--- src/rtl/mdu_iterative.sv ---
// Iterative MIPS32 multiply/divide unit owning the architectural HI/LO registers.
// One shift-add or restoring-divide step per cycle, followed by a sign-fixup cycle.
module mdu_iterative #(
    parameter int N = 32
) (
    input  logic         clock,
    input  logic         reset,
    input  logic         start,
    input  logic [2:0]   op,
    input  logic [N-1:0] inA,
    input  logic [N-1:0] inB,
    input  logic         flush,
    output logic         busy,
    output logic         done,
    output logic [N-1:0] hi,
    output logic [N-1:0] lo
);
    localparam int CW = $clog2(N + 1);
    localparam logic [1:0] S_IDLE = 2'd0;
    localparam logic [1:0] S_RUN  = 2'd1;
    localparam logic [1:0] S_FIX  = 2'd2;

    function automatic logic [N-1:0] absval(input logic [N-1:0] v, input logic sgn);
        return (sgn && v[N-1]) ? -v : v;
    endfunction

    function automatic logic [N-1:0] neg_n(input logic [N-1:0] v, input logic n);
        return n ? -v : v;
    endfunction

    function automatic logic [2*N-1:0] neg_2n(input logic [2*N-1:0] v, input logic n);
        return n ? -v : v;
    endfunction

    // acc = {partial product, remaining multiplier bits}; the sum keeps its carry
    function automatic logic [2*N-1:0] mul_step(input logic [2*N-1:0] acc, input logic [N-1:0] mcand);
        logic [N:0] sum;
        sum = {1'b0, acc[2*N-1:N]} + (acc[0] ? {1'b0, mcand} : {(N+1){1'b0}});
        return {sum, acc[N-1:1]};
    endfunction

    // acc = {remainder, quotient}; the shifted remainder needs N+1 bits before the trial subtract
    function automatic logic [2*N-1:0] div_step(input logic [2*N-1:0] acc, input logic [N-1:0] dvsr);
        logic [N:0]     rem;
        logic [N:0]     trial;
        logic [2*N-1:0] res;
        rem   = acc[2*N-1:N-1];
        trial = rem - {1'b0, dvsr};
        if (!trial[N]) res = {trial[N-1:0], acc[N-2:0], 1'b1};
        else           res = {rem[N-1:0], acc[N-2:0], 1'b0};
        return res;
    endfunction

    logic [1:0]     state_q, state_d;
    logic [CW-1:0]  cnt_q, cnt_d;
    logic           busy_q, busy_d, done_q, done_d;
    logic [N-1:0]   hi_q, hi_d, lo_q, lo_d;
    logic [2*N-1:0] acc_q, acc_d;
    logic [N-1:0]   opd_q, opd_d, rawa_q, rawa_d;
    logic           is_div_q, is_div_d, neg_q, neg_d, rneg_q, rneg_d, dz_q, dz_d;

    logic           sgn_op;
    logic [N-1:0]   a_abs, b_abs;
    logic [2*N-1:0] prod_fix;
    logic [N-1:0]   quo_fix, rem_fix;

    assign sgn_op   = ~op[0];
    assign a_abs    = absval(inA, sgn_op);
    assign b_abs    = absval(inB, sgn_op);
    assign prod_fix = neg_2n(acc_q, neg_q);
    assign quo_fix  = neg_n(acc_q[N-1:0], neg_q);
    assign rem_fix  = neg_n(acc_q[2*N-1:N], rneg_q);

    always_comb begin
        state_d  = state_q;
        cnt_d    = cnt_q;
        busy_d   = busy_q;
        done_d   = 1'b0;
        hi_d     = hi_q;
        lo_d     = lo_q;
        acc_d    = acc_q;
        opd_d    = opd_q;
        rawa_d   = rawa_q;
        is_div_d = is_div_q;
        neg_d    = neg_q;
        rneg_d   = rneg_q;
        dz_d     = dz_q;
        case (state_q)
            S_IDLE: begin
                if (start && !flush) begin
                    case (op)
                        3'b000, 3'b001, 3'b010, 3'b011: begin
                            is_div_d = op[1];
                            neg_d    = sgn_op & (inA[N-1] ^ inB[N-1]);
                            rneg_d   = sgn_op & inA[N-1];
                            dz_d     = op[1] && (inB == '0);
                            rawa_d   = inA;
                            opd_d    = op[1] ? b_abs : a_abs;
                            acc_d    = {{N{1'b0}}, (op[1] ? a_abs : b_abs)};
                            cnt_d    = CW'(N);
                            busy_d   = 1'b1;
                            state_d  = S_RUN;
                        end
                        3'b100:  hi_d = inA;
                        3'b101:  lo_d = inA;
                        default: ;
                    endcase
                end
            end
            S_RUN: begin
                if (flush) begin
                    busy_d  = 1'b0;
                    state_d = S_IDLE;
                end else begin
                    acc_d = is_div_q ? div_step(acc_q, opd_q) : mul_step(acc_q, opd_q);
                    cnt_d = cnt_q - CW'(1);
                    if (cnt_q == CW'(1)) state_d = S_FIX;
                end
            end
            S_FIX: begin
                if (!flush) begin
                    if (!is_div_q) begin
                        hi_d = prod_fix[2*N-1:N];
                        lo_d = prod_fix[N-1:0];
                    end else if (dz_q) begin
                        hi_d = rawa_q;
                        lo_d = {N{1'b1}};
                    end else begin
                        hi_d = rem_fix;
                        lo_d = quo_fix;
                    end
                    done_d = 1'b1;
                end
                busy_d  = 1'b0;
                state_d = S_IDLE;
            end
            default: state_d = S_IDLE;
        endcase
    end

    always_ff @(posedge clock) begin
        if (reset) begin
            state_q <= S_IDLE;
            cnt_q   <= '0;
            busy_q  <= 1'b0;
            done_q  <= 1'b0;
            hi_q    <= '0;
            lo_q    <= '0;
        end else begin
            state_q <= state_d;
            cnt_q   <= cnt_d;
            busy_q  <= busy_d;
            done_q  <= done_d;
            hi_q    <= hi_d;
            lo_q    <= lo_d;
        end
    end

    always_ff @(posedge clock) begin
        acc_q    <= acc_d;
        opd_q    <= opd_d;
        rawa_q   <= rawa_d;
        is_div_q <= is_div_d;
        neg_q    <= neg_d;
        rneg_q   <= rneg_d;
        dz_q     <= dz_d;
    end

    assign busy = busy_q;
    assign done = done_q;
    assign hi   = hi_q;
    assign lo   = lo_q;
endmodule

--- config.mk ---
export PLATFORM = sky130hd
export DESIGN_NAME = mdu_iterative
export DESIGN_NICKNAME = d
export VERILOG_FILES = /design/src/rtl/mdu_iterative.sv
export SDC_FILE = /design/constraint.sdc
export NUM_CORES = 1
export LEC_CHECK = 0
export CAP_MARGIN = 20
export CORE_ASPECT_RATIO = 0.6
export CORE_MARGIN = 2
export CORE_UTILIZATION = 45
export CTS_CLUSTER_SIZE = 28
export DETAILED_ROUTE_END_ITERATION = 8
export GPL_ROUTABILITY_DRIVEN = 0
export SLEW_MARGIN = 20
export SYNTH_ARGS = -nofsm -noshare
export SYNTH_HDL_FRONTEND = slang
export SYNTH_SLANG_ARGS = --single-unit
--- constraint.sdc ---
create_clock -name clock -period 9.4 [get_ports clock]
set_input_delay 2.82 -clock clock [delete_from_list [all_inputs] [get_ports clock]]
set_output_delay 2.82 -clock clock [all_outputs]
set_load 0.02 [all_outputs]
Word-level counts from Yosys, hierarchy flattened. Index checks and enable logic that the tools add are counted.

Register bits after elaboration: 206. Latch bits: 0. Memory bits (writable): 0. Memory bits (read-only): 0. Output and inout bits: 66. Memories: 0.

Add/sub/neg operators: 8. Multiply operators: 0. Divide/modulo/power cells: 0. Magnitude comparators: 0. Equal/unequal tests: 16. Shifts and indexed selects: 0. Muxes and demuxes: 40. Bitwise logic cells: 5. Reduce and logical (&&, ||, !) cells: 19.

Operator list (number): $mux 32 (17); $mux 64 (6); $neg 32->32 (4); $pmux 32 s2 (2); $pmux 64 s2 (1); $neg 64->64 (1); $add 32x32->33 (1); $sub 33x32->33 (1); $logic_not 32->1 (1); $mux 6 (3); $reduce_and 4->1 (4); $pmux 6 s2 (1); $mux 2 (4); $ne 2x2->1 const B (4); $eq 3x2->1 const B (2); $eq 3x3->1 const B (2); $eq 6x1->1 const B (1); $ne 2x1->1 const B (3); $reduce_and 3->1 (2); $sub 6x1->6 const B (1); $logic_and 1x1->1 (4); $mux 1 (4); $pmux 2 s2 (1); $reduce_bool 2->1 (2); other kinds (14) (16).

Longest topological paths before layout. Gate-level depths: netlist of the first run.

Word-level depth: 7. Depth in mapped cells: 14. Gate-level depth less buffers: 12.

Worst setup path before layout of the first run. Ideal clock, no wire load.

Kind: input-to-reg. From: input port flush. To: register cnt_q[4]. Library setup time: 118 ps. Arrival: 6789 ps. Required time: 9282 ps. Slack: 2493 ps. Stages: 7. Buffers on the path: 0. Cells stage by stage: nor3b_1 > nor2b_1 > nor2_1 > nand2_1 > nor3_1 > xnor2_1 > nor2_1.

Cells in the longest elaborated chain, start to end: 4.

RTL lines: start, declared (line 12) `input logic flush,`; $logic_not 1->1; $logic_and 1x1->1 (line 90) `if (start && !flush) begin`; $ne 2x2->1 (no line); $reduce_and 4->1 (no line) (*); end signal, assigned (line 151) `cnt_q <= cnt_d;`; end, declared (line 55) `logic [CW-1:0] cnt_q, cnt_d;`.

Every way passes the cells marked *; elsewhere a longest branch is shown, timed or not. A chain may end at the register's enable or synchronous reset.

Worst setup path in the final report of the first run.
From: input port inA[5]. To: register acc_q[27], data pin.

Cells in the longest elaborated chain, start to end: 6.

RTL lines: start, declared (line 10) `input logic [N-1:0] inA,`; $neg 32->32 (line 24) `return (sgn && v[N-1]) ? -v : v;`; $mux 32 (line 24); $mux 32 (line 99) `acc_d = {{N{1'b0}}, (op[1] ? a_abs : b_abs)};`; $mux 64 (line 91) `case (op)`; $mux 64 (line 90); $pmux 64 s2 (line 88) `case (state_q)`; named net acc_d[27] (line 58) `logic [2*N-1:0] acc_q, acc_d;`; end signal, assigned (line 160) `acc_q <= acc_d;`; end, declared (line 58).

The timed path passes the listed nets, and every way through them passes these cells. The select of a mux whose other input is x is not followed.

==> impl_metrics.csv, run 1 <==
group,metric,value,unit
detailed_routing,drcViolationCount,0,
detailed_routing,ant_nets,0,
detailed_routing,first_pass_iters,6,
placed_design,hpwl,47.1,mm
setup_path,critPathLaunch,"inA[5]",
synthesis,synth_edf_count,132,
synthesis,synthCells,2005,
cells_and_area,diodes,0,
die,die_h,153,um
synthesis,synth_area,16600,um2
setup_path,worst_setup_path_end_kind,"flop",
cts,cts_tree,"yes",
die,row_count,54,
pwr,ir_drop,106,uV
sta,slew_viol_final,0,
synthesis,ys_seq_elements,206,
cts,cts_hold_buffers,0,
synthesis,ys_warn_count,0,
cells_and_area,fin_nets,2220,
pwr,power.density,169,nW/um2
cells_and_area,multiInputGateArea,10400,um2
cells_and_area,drive_gt1_frac,0.0479,
synthesis,synthesis.nets,2152,
sta,fin_skew,0.0197,ns
global_routing,grt_first_pass_wirelength,93.8,mm
detailed_routing,drtIter0Drc,1865,
cells_and_area,syn_to_final_growth,14.7,%
die,core,36300,um2
global_routing,grt_pass1_vias,15000,
setup_path,worstPathMaxFanout,6,
sta,period_share,0.640,
placed_design,dpl_worst_slack,3.00,ns
global_routing,grt_overflow,0,
detailed_routing,wl_per_cell,24.5,um
cells_and_area,final_common_cell,"a21oi_1",
sta,max_slew_margin,0.144,
sta,rsz0062_at_grt,"false",
placed_design,io_buffers,136,
setup_path,rr_worst_depth,14,
cts,cts_resized,0,
detailed_routing,wirelength,62.7,mm
die,start_util,0.457,
cts,post-cts-setup-buffers,0,
global_routing,grt_max_degree,74,
worst_hold_path,worstHoldPathCells,2,
cells_and_area,post-route-util,0.524,
sta,worst_hold_slack,0.453,ns
synthesis,yosysUniqueCellTypes,78,
detailed_routing,highest_layer,"met5",
worst_hold_path,hp-start,"lo[13]",
sta,finalHoldViolations,0,
setup_path,required,9.67,ns
detailed_routing,dr_wl_met2,25.3,mm
status,status,"completed",
die,fp.dieW,252,um
setup_path,worst_setup_path_start_kind,"input pin",
cts,cts.sinks,206,
synthesis,synthFlopType,"edfxtp_1",
die,ios,137,
cells_and_area,finalNonFillerCells,2565,
detailed_routing,wl_met1,28.1,mm
die,die-area,38400,um2
cts,cts_buffers,22,
sta,fin_crit,6.02,ns
cts,cts_root_buf,"clkbuf_16",
sta,layout_setup_ws,3.38,ns
setup_path,crit_type,"in -> reg",
cells_and_area,final_cell_mix,"217 x a21oi_1, 193 x nor2_1, 174 x nand2_1, 144 x o21ai_0, 134 x clkdlybuf4s50_1",
cts,clk_pin_slew_worst_paths,0.06,ns
detailed_routing,vias,16500,
synthesis,ys_async_sr_fraction,0,
pwr,p_leak,6.97,nW
sta,setup_viol,0,
cells_and_area,fill_cells,3382,
global_routing,track_usage,0.318,
setup_path,arrival,6.29,ns
sta,fmax,0.166,GHz
cts,worstSkewPairLatency,0.54,ns
cts,cts_buffer_depth,3,
worst_hold_path,holdCritPathClass,"reg -> reg",
global_routing,grt_antenna_before_repair,2,
detailed_routing,wl_met3,7.64,mm
sta,worst_slew_pin_slew,1.27,ns
flow_run,max_cap_violations,0,
cts,htree_levels,1,
setup_path,r2r-start,"acc_q[0]",
placed_design,dp_cells,2523,
cells_and_area,seq_area,5450,um2
synthesis,synth_seq_area_share,0.329,
synthesis,synth_area_per_cell,8.27,um2
sta,tns,0,ns
detailed_routing,post_drt_via_cell_ratio,6.41,
[layer usage]
layer  global-route usage  up-vias
met5               0.0348        -
met4               0.0709        4
met3                0.102       98
met2                0.445      867
met1                0.467     7900
li1                     -     7582
[metrics by stage]
step	area (um2)	total power (W)
after detailed placement	18300	0.00229
after global routing	19000	0.00336
after CTS	19000	0.00318
after global placement	18300	0.00228
after floorplan	16600	0.00192
final	19000	0.00321
[final timing paths]
check | endpoint | slack, ns
max | acc_q[27] | 3.38
min | lo[13] | 0.45
max reg2reg | acc_q[61] | 4.16
min reg2reg | lo[13] | 0.45
[area by class of cell]
| cell class | count | area share |
|---|---|---|
| inverter | 84 | 0.0166 |
| multi-input combinational | 1595 | 0.546 |
| timing repair buffer | 164 | 0.0832 |
| clock buffer | 35 | 0.0358 |
| clock inverter | 5 | 0.00125 |
| sequential | 206 | 0.286 |
| tap | 476 | 0.0313 |
[cells in the mapped netlist, types with 10 or more instances]
cell         n  area, um2
nand2_1    175        657
o31ai_1     27        203
and2_1      13       81.3
o211ai_1    33        248
a21oi_1    217       1090
a211oi_1    28        210
nand4_1     11       68.8
nor2_1     194        728
nor4_1      22        138
a2111oi_0   10       87.6
nor3_1      44        220
clkbuf_1    98        368
a221oi_1    10       87.6
or4_1       10       75.1
ha_1        74        926
a21o_1      38        285
edfxtp_1   132       3960
o21ai_0    144        721
a31oi_1     14       87.6
or3_1       27        169
o221ai_1    36        315
mux2i_1     81        811
xor2_1      56        490
o21a_1      12       90.1
o22ai_1     15       93.8
dfxtp_1     74       1480
nand3_1     27        135
o31a_1      10       87.6
buf_1       16       60.1
o41ai_1     13        114
inv_1       82        308
nor2b_1     14       87.6
nand2b_1    20        125
xnor2_1     99        867
[critical path: stages]
cell and delay, ns:
clkdlybuf4s50_1 0.50, or4_1 0.62, nor4_1 0.69, nand4b_1 0.51, nor3_1 0.48, a21oi_1 0.14, xnor2_1 0.21, nand2_1 0.08
o211ai_1 0.12, o21ai_0 0.11
[cell families (layout without fill, tap and decap cells)]
| kind of cell | after synthesis | in the layout | share of synthesized area |
|---|---|---|---|
| buf+inv | 204 | 288 | 0.0470 |
| xor+xnor | 155 | 155 | 0.0819 |
| fa+ha+maj | 76 | 76 | 0.0583 |
| mux | 84 | 84 | 0.0510 |
| flops | 206 | 206 | 0.329 |
| compound gates | 664 | 664 | 0.254 |
| simple gates | 616 | 616 | 0.179 |
[flip-flops by register name, indices dropped and copies added (netlist names)]
signal	flops
rawa_q	32
hi	32
acc_q	64
dz_q	1
cnt_q	6
busy	1
opd_q	32
rneg_q	1
state_q	2
lo	32
is_div_q	1
neg_q	1
done	1
[power by group]
| group | switching (W) | internal (W) |
|---|---|---|
| sequential | 0.000131 | 0.00107 |
| combinational | 0.000687 | 0.000431 |
| clock | 0.000401 | 0.000495 |
| total | 0.00122 | 0.00200 |
No activity file was read; power rests on OpenSTA's default activity.
==> inputs of run 2 (changes only) <==
clock period = 6.09 ns   (was 9.4 ns; I/O delays follow)
==> impl_metrics.csv, run 2 (synthesized netlist as in run 1, its figures left out) <==
group,metric,value,unit
setup_path,r2r_end,"acc_q[49]",
die,fp.dieW,252,um
placed_design,io_buffers,136,
detailed_routing,ant_nets,0,
cts,cts.sinks,206,
global_routing,grt_antenna_before_repair,2,
global_routing,grt_max_degree,76,
sta,fin_skew,0.0263,ns
global_routing,grt_overflow,0,
cells_and_area,postLayoutCellArea,19100,um2
cts,cts_buffer_depth,3,
detailed_routing,wirelength,63.8,mm
cts,cts_buffers,22,
sta,max_slew_margin,0.264,
die,core,36300,um2
cells_and_area,fin_nets,2233,
cells_and_area,syn_to_final_growth,15.3,%
cells_and_area,final_common_cell,"a21oi_1",
pwr,power.density,261,nW/um2
die,die-area,38400,um2
global_routing,grt_first_pass_wirelength,96.3,mm
status,status,"completed",
detailed_routing,wl_per_cell,24.8,um
placed_design,dp_cells,2538,
setup_path,crit_path_end,"acc_q[27]",
cts,htree_levels,1,
die,row_count,54,
die,ios,137,
cts,cts_tree,"yes",
setup_path,worst_setup_path_start_kind,"input pin",
die,die_h,153,um
sta,finalHoldViolations,0,
detailed_routing,drtIter0Drc,2171,
global_routing,track_usage,0.325,
sta,setup_viol,0,
sta,worst_slew_pin_slew,1.10,ns
global_routing,grt_pass1_vias,15200,
setup_path,rr_worst_depth,12,
cells_and_area,final_cell_mix,"217 x a21oi_1, 193 x nor2_1, 173 x nand2_1, 143 x o21ai_0, 134 x clkdlybuf4s50_1",
cells_and_area,top_register,"acc_q",
setup_path,required,6.37,ns
detailed_routing,vias,16600,
sta,slew_viol_final,0,
worst_hold_path,holdCritPathClass,"reg -> reg",
setup_path,r2r-start,"acc_q[32]",
setup_path,reg2reg_slack,1.36,ns
detailed_routing,post_drt_via_cell_ratio,6.46,
sta,rsz0062_at_grt,"false",
setup_path,worstPathMaxFanout,6,
die,start_util,0.457,
cells_and_area,drive_gt1_frac,0.0533,
cells_and_area,fill_cells,3401,
cts,worstSkewPairLatency,0.55,ns
cts,cts_hold_buffers,0,
cells_and_area,largest_register_ffs,64,
cells_and_area,post-route-util,0.527,
cts,clk_pin_slew_worst_paths,0.07,ns
detailed_routing,first_pass_iters,6,
pwr,ir_drop,160,uV
sta,tns,0,ns
placed_design,hpwl,48.2,mm
cells_and_area,finalNonFillerCells,2577,
sta,period_share,0.806,
pwr,p_leak,7.02,nW
flow_run,max_cap_violations,0,
sta,fin_crit,4.91,ns
cts,cts_resized,0,
cells_and_area,diodes,0,
cts,cts_root_buf,"clkbuf_16",
sta,fmax,0.204,GHz
setup_path,crit_type,"in -> reg",
placed_design,placed_cell_area,18400,um2
setup_path,critPathLaunch,"inA[4]",
detailed_routing,drcViolationCount,0,
cts,post-cts-setup-buffers,0,
setup_path,worst_setup_path_end_kind,"flop",
setup_path,arrival,5.19,ns
run 2: changes by cell type in the layout (fill, tap and decap cells not counted), moves of 2 or more:
cell	change
buf_4	+14
clkbuf_8	-6
bufinv_16	+2
clkbuf_1	-2
clkinv_1	+2
inv_6	+2
run 2: metrics by stage:
step	hold WS [ns]	setup slack, ns	power [W]
2_1_floorplan	0.463	0.176	0.00297
3_3_place_gp	0.445	0.787	0.00355
3_5_place_dp	0.448	0.733	0.00357
4_1_cts	0.456	1.29	0.00495
5_1_grt	0.476	0.984	0.00522
6_report	0.452	1.18	0.00499
run 2: worst min-delay path by stage:
stage | to | startpoint | cells past startpoint
after floorplan | cnt_q[1] | cnt_q[1] | 2
after global placement | lo[28] | lo[28] | 2
after detailed placement | lo[10] | lo[10] | 2
after CTS | lo[10] | lo[10] | 2
after global routing | lo[27] | lo[27] | 2
final | lo[10] | lo[10] | 2
run 2: area by class of cell:
cell class	instances	area, um2	share of cell area
Clock inverter	12	116	0.00609
Multi-Input combinational cell	1595	10400	0.543
Sequential cell	206	5450	0.285
Timing Repair Buffer	177	1670	0.0875
Inverter	84	315	0.0165
Clock buffer	27	591	0.0309
Tap cell	476	596	0.0312
run 2: worst max-delay path, cell delays in order:
cell	delay, ns
clkdlybuf4s50_1	0.52
or4_1	0.62
nor4_1	0.59
nand4b_1	0.49
nor3_1	0.45
a21oi_1	0.14
xnor2_1	0.23
nand2_1	0.08
o211ai_1	0.12
o21ai_0	0.10
run 2: layer usage:
layer	vias up	wire (um)	track usage	share of wire
met4	0	1280	0.0646	0.020
met3	99	7840	0.0866	0.12
met5	-	0	0	0
li1	7617	-	-	-
met2	923	26100	0.463	0.41
met1	8010	28600	0.490	0.45
run 2: report_power, final:
part	switching (W)	leakage, nW	internal (W)
registers	0.000201	1.83	0.00165
clock network	0.000618	0.346	0.000777
logic	0.00107	4.85	0.000673
total	0.00189	7.02	0.00310
==> RTL change 1, RTL diff (flow settings as in run 2) <==
Take the reset off `hi_q` and load it in a clocked block of its own.
--- a/src/rtl/mdu_iterative.sv
+++ b/src/rtl/mdu_iterative.sv
@@ -146,3 +146,2 @@
             done_q  <= 1'b0;
-            hi_q    <= '0;
             lo_q    <= '0;
@@ -153,5 +152,8 @@
             done_q  <= done_d;
-            hi_q    <= hi_d;
             lo_q    <= lo_d;
         end
+    end
+
+    always_ff @(posedge clock) begin
+        hi_q <= hi_d;
     end
Check against the original RTL: not equivalent (a bounded check fails within 4 cycles, from zero or initial values and one cycle with reset high).
==> RTL change 1 against run 2 <==
Sequential cell count is the same. Clock power shrank 3%. Synthesized cell count shrank 3.3%. Die area grew 1.2%. Worst setup slack gained 0.060 ns. Sequential power grew 2%. Routed wire length shrank 3.2%. First-iteration DRC count shrank 3.3%. Power grew 0.66%. Sequential share of layout area grew 1.5 points. Synthesized area grew 1.2%. Final area grew 0.50%. Critical path type is now reg -> reg. Critical endpoint is now acc_q[37].
==> RTL change 1: results (changes against run 2) <==
{| class="wikitable"
! Metric !! Value
|-
| Delay-heaviest family, CP || compound AO/OA/AOI/OAI gates
|-
| Count of unique library cells instantiated by Yosys || 88 (+13%)
|-
| Cell leakage power || 7.25 nW (+3.2%)
|-
| Net count reported at finish || 2,164 (-3.1%)
|-
| Synth cell count leaders || 214 x a21oi_1, 178 x nor2_1, 164 x edfxtp_1
|-
| Total wire length || 61,700 um (-3.2%)
|-
| Endpoint with the worst hold slack || lo[12]
|-
| Slew at the pin closest to its max-slew limit || 1.05 ns (-0.0429 ns)
|-
| Number of enable-type register cells in the synthesized netlist || 164 (+24%)
|-
| Clock Skews || 0.0240 ns (-0.00234 ns)
|-
| Setup slack on the worst flop-to-flop path || 1.24 ns (-0.12 ns)
|-
| Proportion of synthesized chip area in sequential cells || 34.4% (+1.5 points)
|-
| CP arrival || 5.10 ns (-0.09 ns)
|-
| Destination of the worst register-to-register timing path || acc_q[37]
|-
| Combined global-route utilization of all metal layers || 31.1% (-1.4 points)
|-
| WL per Instance || 24.3 um (-1.7%)
|-
| Logic depth of the worst register-to-register path || 11 (-1)
|-
| Starting DRC count in detailed routing || 2,099 (-3.3%)
|-
| Largest driver fanout on the critical path || 37 (+31)
|-
| Via Count || 15,879 (-4.6%)
|-
| Maximum ir drop on the vdd rail || 0.220 mV (+37%)
|-
| Delay of the slowest critical-path stage || 0.60 ns (-0.02 ns)
|-
| DR pass1 iterations || 5 (-1)
|-
| Min-delay src || lo[12]
|-
| Number of inserted filler cells in the final layout || 3,409 (+0.24%)
|-
| Worst path slowest cell || a41oi_1
|-
| Type of the most critical hold path || reg -> reg
|-
| Post-detailed-placement half-perimeter wirelength || 47,300 um (-1.8%)
|-
| Placed insts || 2,495 (-1.7%)
|-
| Start point of the critical path || acc_q[54]
|-
| Number of buffers inserted during clock tree synthesis || 23 (+4.5%)
|-
| Post-Syn Instances || 1,938 (-3.3%)
|-
| Result of the run || finished clean
|-
| Share of synthesized flip-flops with an asynchronous set or reset || 0% (unchanged)
|-
| Ratio of cells with drive above 1 in the final layout || 5.12% (-0.22 points)
|-
| Largest cells by area after synthesis || edfxtp_1 29%, a21oi_1 6.4%, mux2i_1 6.3%
|-
| Synthesized net count || 2,085 (-3.1%)
|-
| Wire length of the first global-routing pass || 91,500 um (-5.1%)
|}
## RTL change 1: changes by cell type after synthesis, moves of 16 or more
cell / before / now
mux2i_1: 81 / 106
nand2_1: 175 / 154
nor2_1: 194 / 178
xnor2_1: 99 / 117
dfxtp_1: 74 / 42
edfxtp_1: 132 / 164
## RTL change 1: final cells by class
cell class | instances | share of cell area [%]
flip-flops and latches | 206 | 30.0
multi-input cells | 1530 | 52.9
clock buffers | 38 | 3.55
inverters | 92 | 1.80
repair buffers | 164 | 8.33
clock inverters | 3 | 0.0717
well taps | 504 | 3.28
diodes | 1 | 0.0130
## RTL change 1: worst max-delay path by stage
stage | endpoint | slack, ns | cells past startpoint
floorplan | cnt_q[4] | 0.18 | 7
global placement | acc_q[28] | 1.25 | 10
detailed placement | acc_q[28] | 1.19 | 10
CTS | acc_q[58] | 1.46 | 13
global route | acc_q[54] | 1.14 | 11
finish | acc_q[37] | 1.24 | 11
## RTL change 1: tightest hold or removal path: cells and delay by family, from the launching register on
| kind | cells | cell delay [ns] |
|---|---|---|
| compound gates | 1 | 0.05 |
| simple gates | 1 | 0.05 |
| flops | 1 | 0.31 |
## RTL change 1: cells by family after synthesis
family | Yosys count | synth area share (%)
AO/OA/AOI/OAI | 619 | 22.8
XOR/XNOR | 176 | 9.23
adder cells (fa/ha/maj) | 76 | 5.76
buffers and inverters | 202 | 5.26
flip-flops | 206 | 34.4
multiplexers | 114 | 6.86
AND/OR/NAND/NOR | 545 | 15.7
## RTL change 1: where the power goes
part / internal [mW] / switching [mW]
Combinational: 0.681 / 1.09
Clock: 0.759 / 0.603
Sequential: 1.69 / 0.202
Total: 3.13 / 1.90
## RTL change 1: stage by stage
step                      worst slack, ns  hold WS (ns)  area (sq um)
after floorplan                     0.176         0.463         16800
after global placement               1.25         0.441         18500
after detailed placement             1.19         0.448         18500
after CTS                            1.46         0.455         19200
after global routing                 1.14         0.465         19200
final                                1.24         0.453         19200
## RTL change 1: per-layer routing
metal	wire length (um)	track usage, %	share of wire [%]	vias to the layer above
met5	9	0	0.015	-
met2	23100	39.8	37	862
met4	1120	5.24	1.8	2
met3	8230	11.0	13	81
li1	-	-	-	7302
met1	29300	49.3	47	7632
==> RTL change 2, RTL diff (config.mk and constraints of run 2) <==
Made on the original files. The parameter `N` goes from 32 to 16.
--- a/src/rtl/mdu_iterative.sv
+++ b/src/rtl/mdu_iterative.sv
@@ -3,3 +3,3 @@
 module mdu_iterative #(
-    parameter int N = 32
+    parameter int N = 16
 ) (
Interface: changed (resized hi, inA, inB and lo); port bits go from 137 to 73. No check against the original RTL was run, so the function may have changed too.
==> RTL change 2 against run 2 <==
Synthesized area is 49% lower. Routed wire length is 58% lower. Die area is 48% lower. Final area is 49% lower. Sequential cell count is 97 lower. Sequential share of layout area is 0.97 points higher. Non-clock buffer count is 94 lower. Synthesized cell count is 51% lower. Power is 50% lower. Worst setup slack better by 0.44 ns. Via count is 53% lower. Hold slack hardly changed. Fmax is 9.9% higher.
==> RTL change 2: results (changes against run 2) <==
{| class="wikitable"
! Metric !! Value
|-
| DR pass1 iterations || 5 (-1)
|-
| Vias in the first global route || 7,109 (-53%)
|-
| Synth Register Bits || 109 (-47%)
|-
| Footprint of the flip-flops and latches || 0.00286 sq mm (-47%)
|-
| Post-route met1 wirelength || 12,900 um (-55%)
|-
| Post-placement setup slack || 1.33 ns (+0.601 ns)
|-
| Number of buffers inserted during clock tree synthesis || 9 (-59%)
|-
| Clock distribution area overhead in the final layout || 3.48% (-0.22 points)
|-
| Final instance area || 0.00971 sq mm (-49%)
|-
| Destination of the worst register-to-register timing path || acc_q[30]
|-
| Delay of the slowest critical-path stage || 0.94 ns (+0.32 ns)
|-
| Endpoint with the worst hold slack || hi[0]
|-
| Fraction of standard cell area in multi-input logic || 54.0% (-0.24 points)
|-
| Via Count || 7,743 (-53%)
|-
| Number of ordinary inverters in the final layout || 44 (-48%)
|-
| Setup slack on the worst flop-to-flop path || 2.01 ns (+0.65 ns)
|-
| Min-delay src || hi[0]
|-
| Routed wl met3 || 2620 um (-67%)
|-
| Maximum ir drop on the vdd rail || 0.156 mV (-2.6%)
|-
| Number of inserted filler cells in the final layout || 1,702 (-50%)
|-
| Synth cell count leaders || 98 x a21oi_1, 90 x nor2_1, 78 x nand2_1
|-
| Number of antenna violations at the first check in global routing || 0 (-2)
|-
| Clock Skews || 0.00777 ns (-0.0185 ns)
|-
| # clk buffers || 11 (-59%)
|-
| CTS Buffer Depth || 2 (-1)
|-
| Cell leakage power || 3.57 nW (-49%)
|-
| Post-detailed-placement half-perimeter wirelength || 19,900 um (-59%)
|-
| Syn avg cell area || 8.62 sq um (+4.3%)
|-
| Fraction of met3 tracks used by global routing || 6.96% (-1.7 points)
|-
| Largest cells by area after synthesis || edfxtp_1 24%, dfxtp_1 9.7%, ha_1 6.2%
|-
| Start point of the critical path || inB[3]
|-
| Met2 layer usage reported by global route || 37.6% (-8.7 points)
|-
| Largest register FFs || 32 (-50%)
|-
| Netlist area before placement || 0.00848 sq mm (-49%)
|-
| Ratio of cells with drive above 1 in the final layout || 6.04% (+0.71 points)
|-
| Result of the run || finished clean
|-
| Maximum level of the CTS H-tree || 3 (+2)
|-
| Count of multi-input gates || 775 (-51%)
|-
| Synthesized net count || 1,066 (-50%)
|-
| Critical Path Sink || acc_q[13]
|-
| CP arrival || 4.57 ns (-0.62 ns)
|}
RTL change 2: changes by cell type in the layout (fill, tap and decap cells not counted), sizes merged, moves of 42 or more:
cell           before  now
edfxtp            132   68
nor2              194   90
clkdlybuf4s50     134   71
nand2             175   78
a21oi             217   98
o21ai             149   74
xnor2              99   57
RTL change 2: power by group through the flow:
| stage | combinational, mW | sequential [mW] | clock, mW |
|---|---|---|---|
| 6_report | 0.865 | 0.971 | 0.669 |
| 5_1_grt | 0.955 | 0.980 | 0.707 |
| 4_1_cts | 0.856 | 0.968 | 0.679 |
| 3_5_place_dp | 0.851 | 0.984 | 0 |
| 3_3_place_gp | 0.842 | 0.983 | 0 |
| 2_1_floorplan | 0.596 | 0.964 | 0 |
RTL change 2: cells by family after synthesis:
family,share of synthesized area [%]
mux,8.44
simple gates,16.2
xor+xnor,8.66
fa+ha+maj,6.67
flops,33.8
buf+inv,4.59
compound gates,21.7
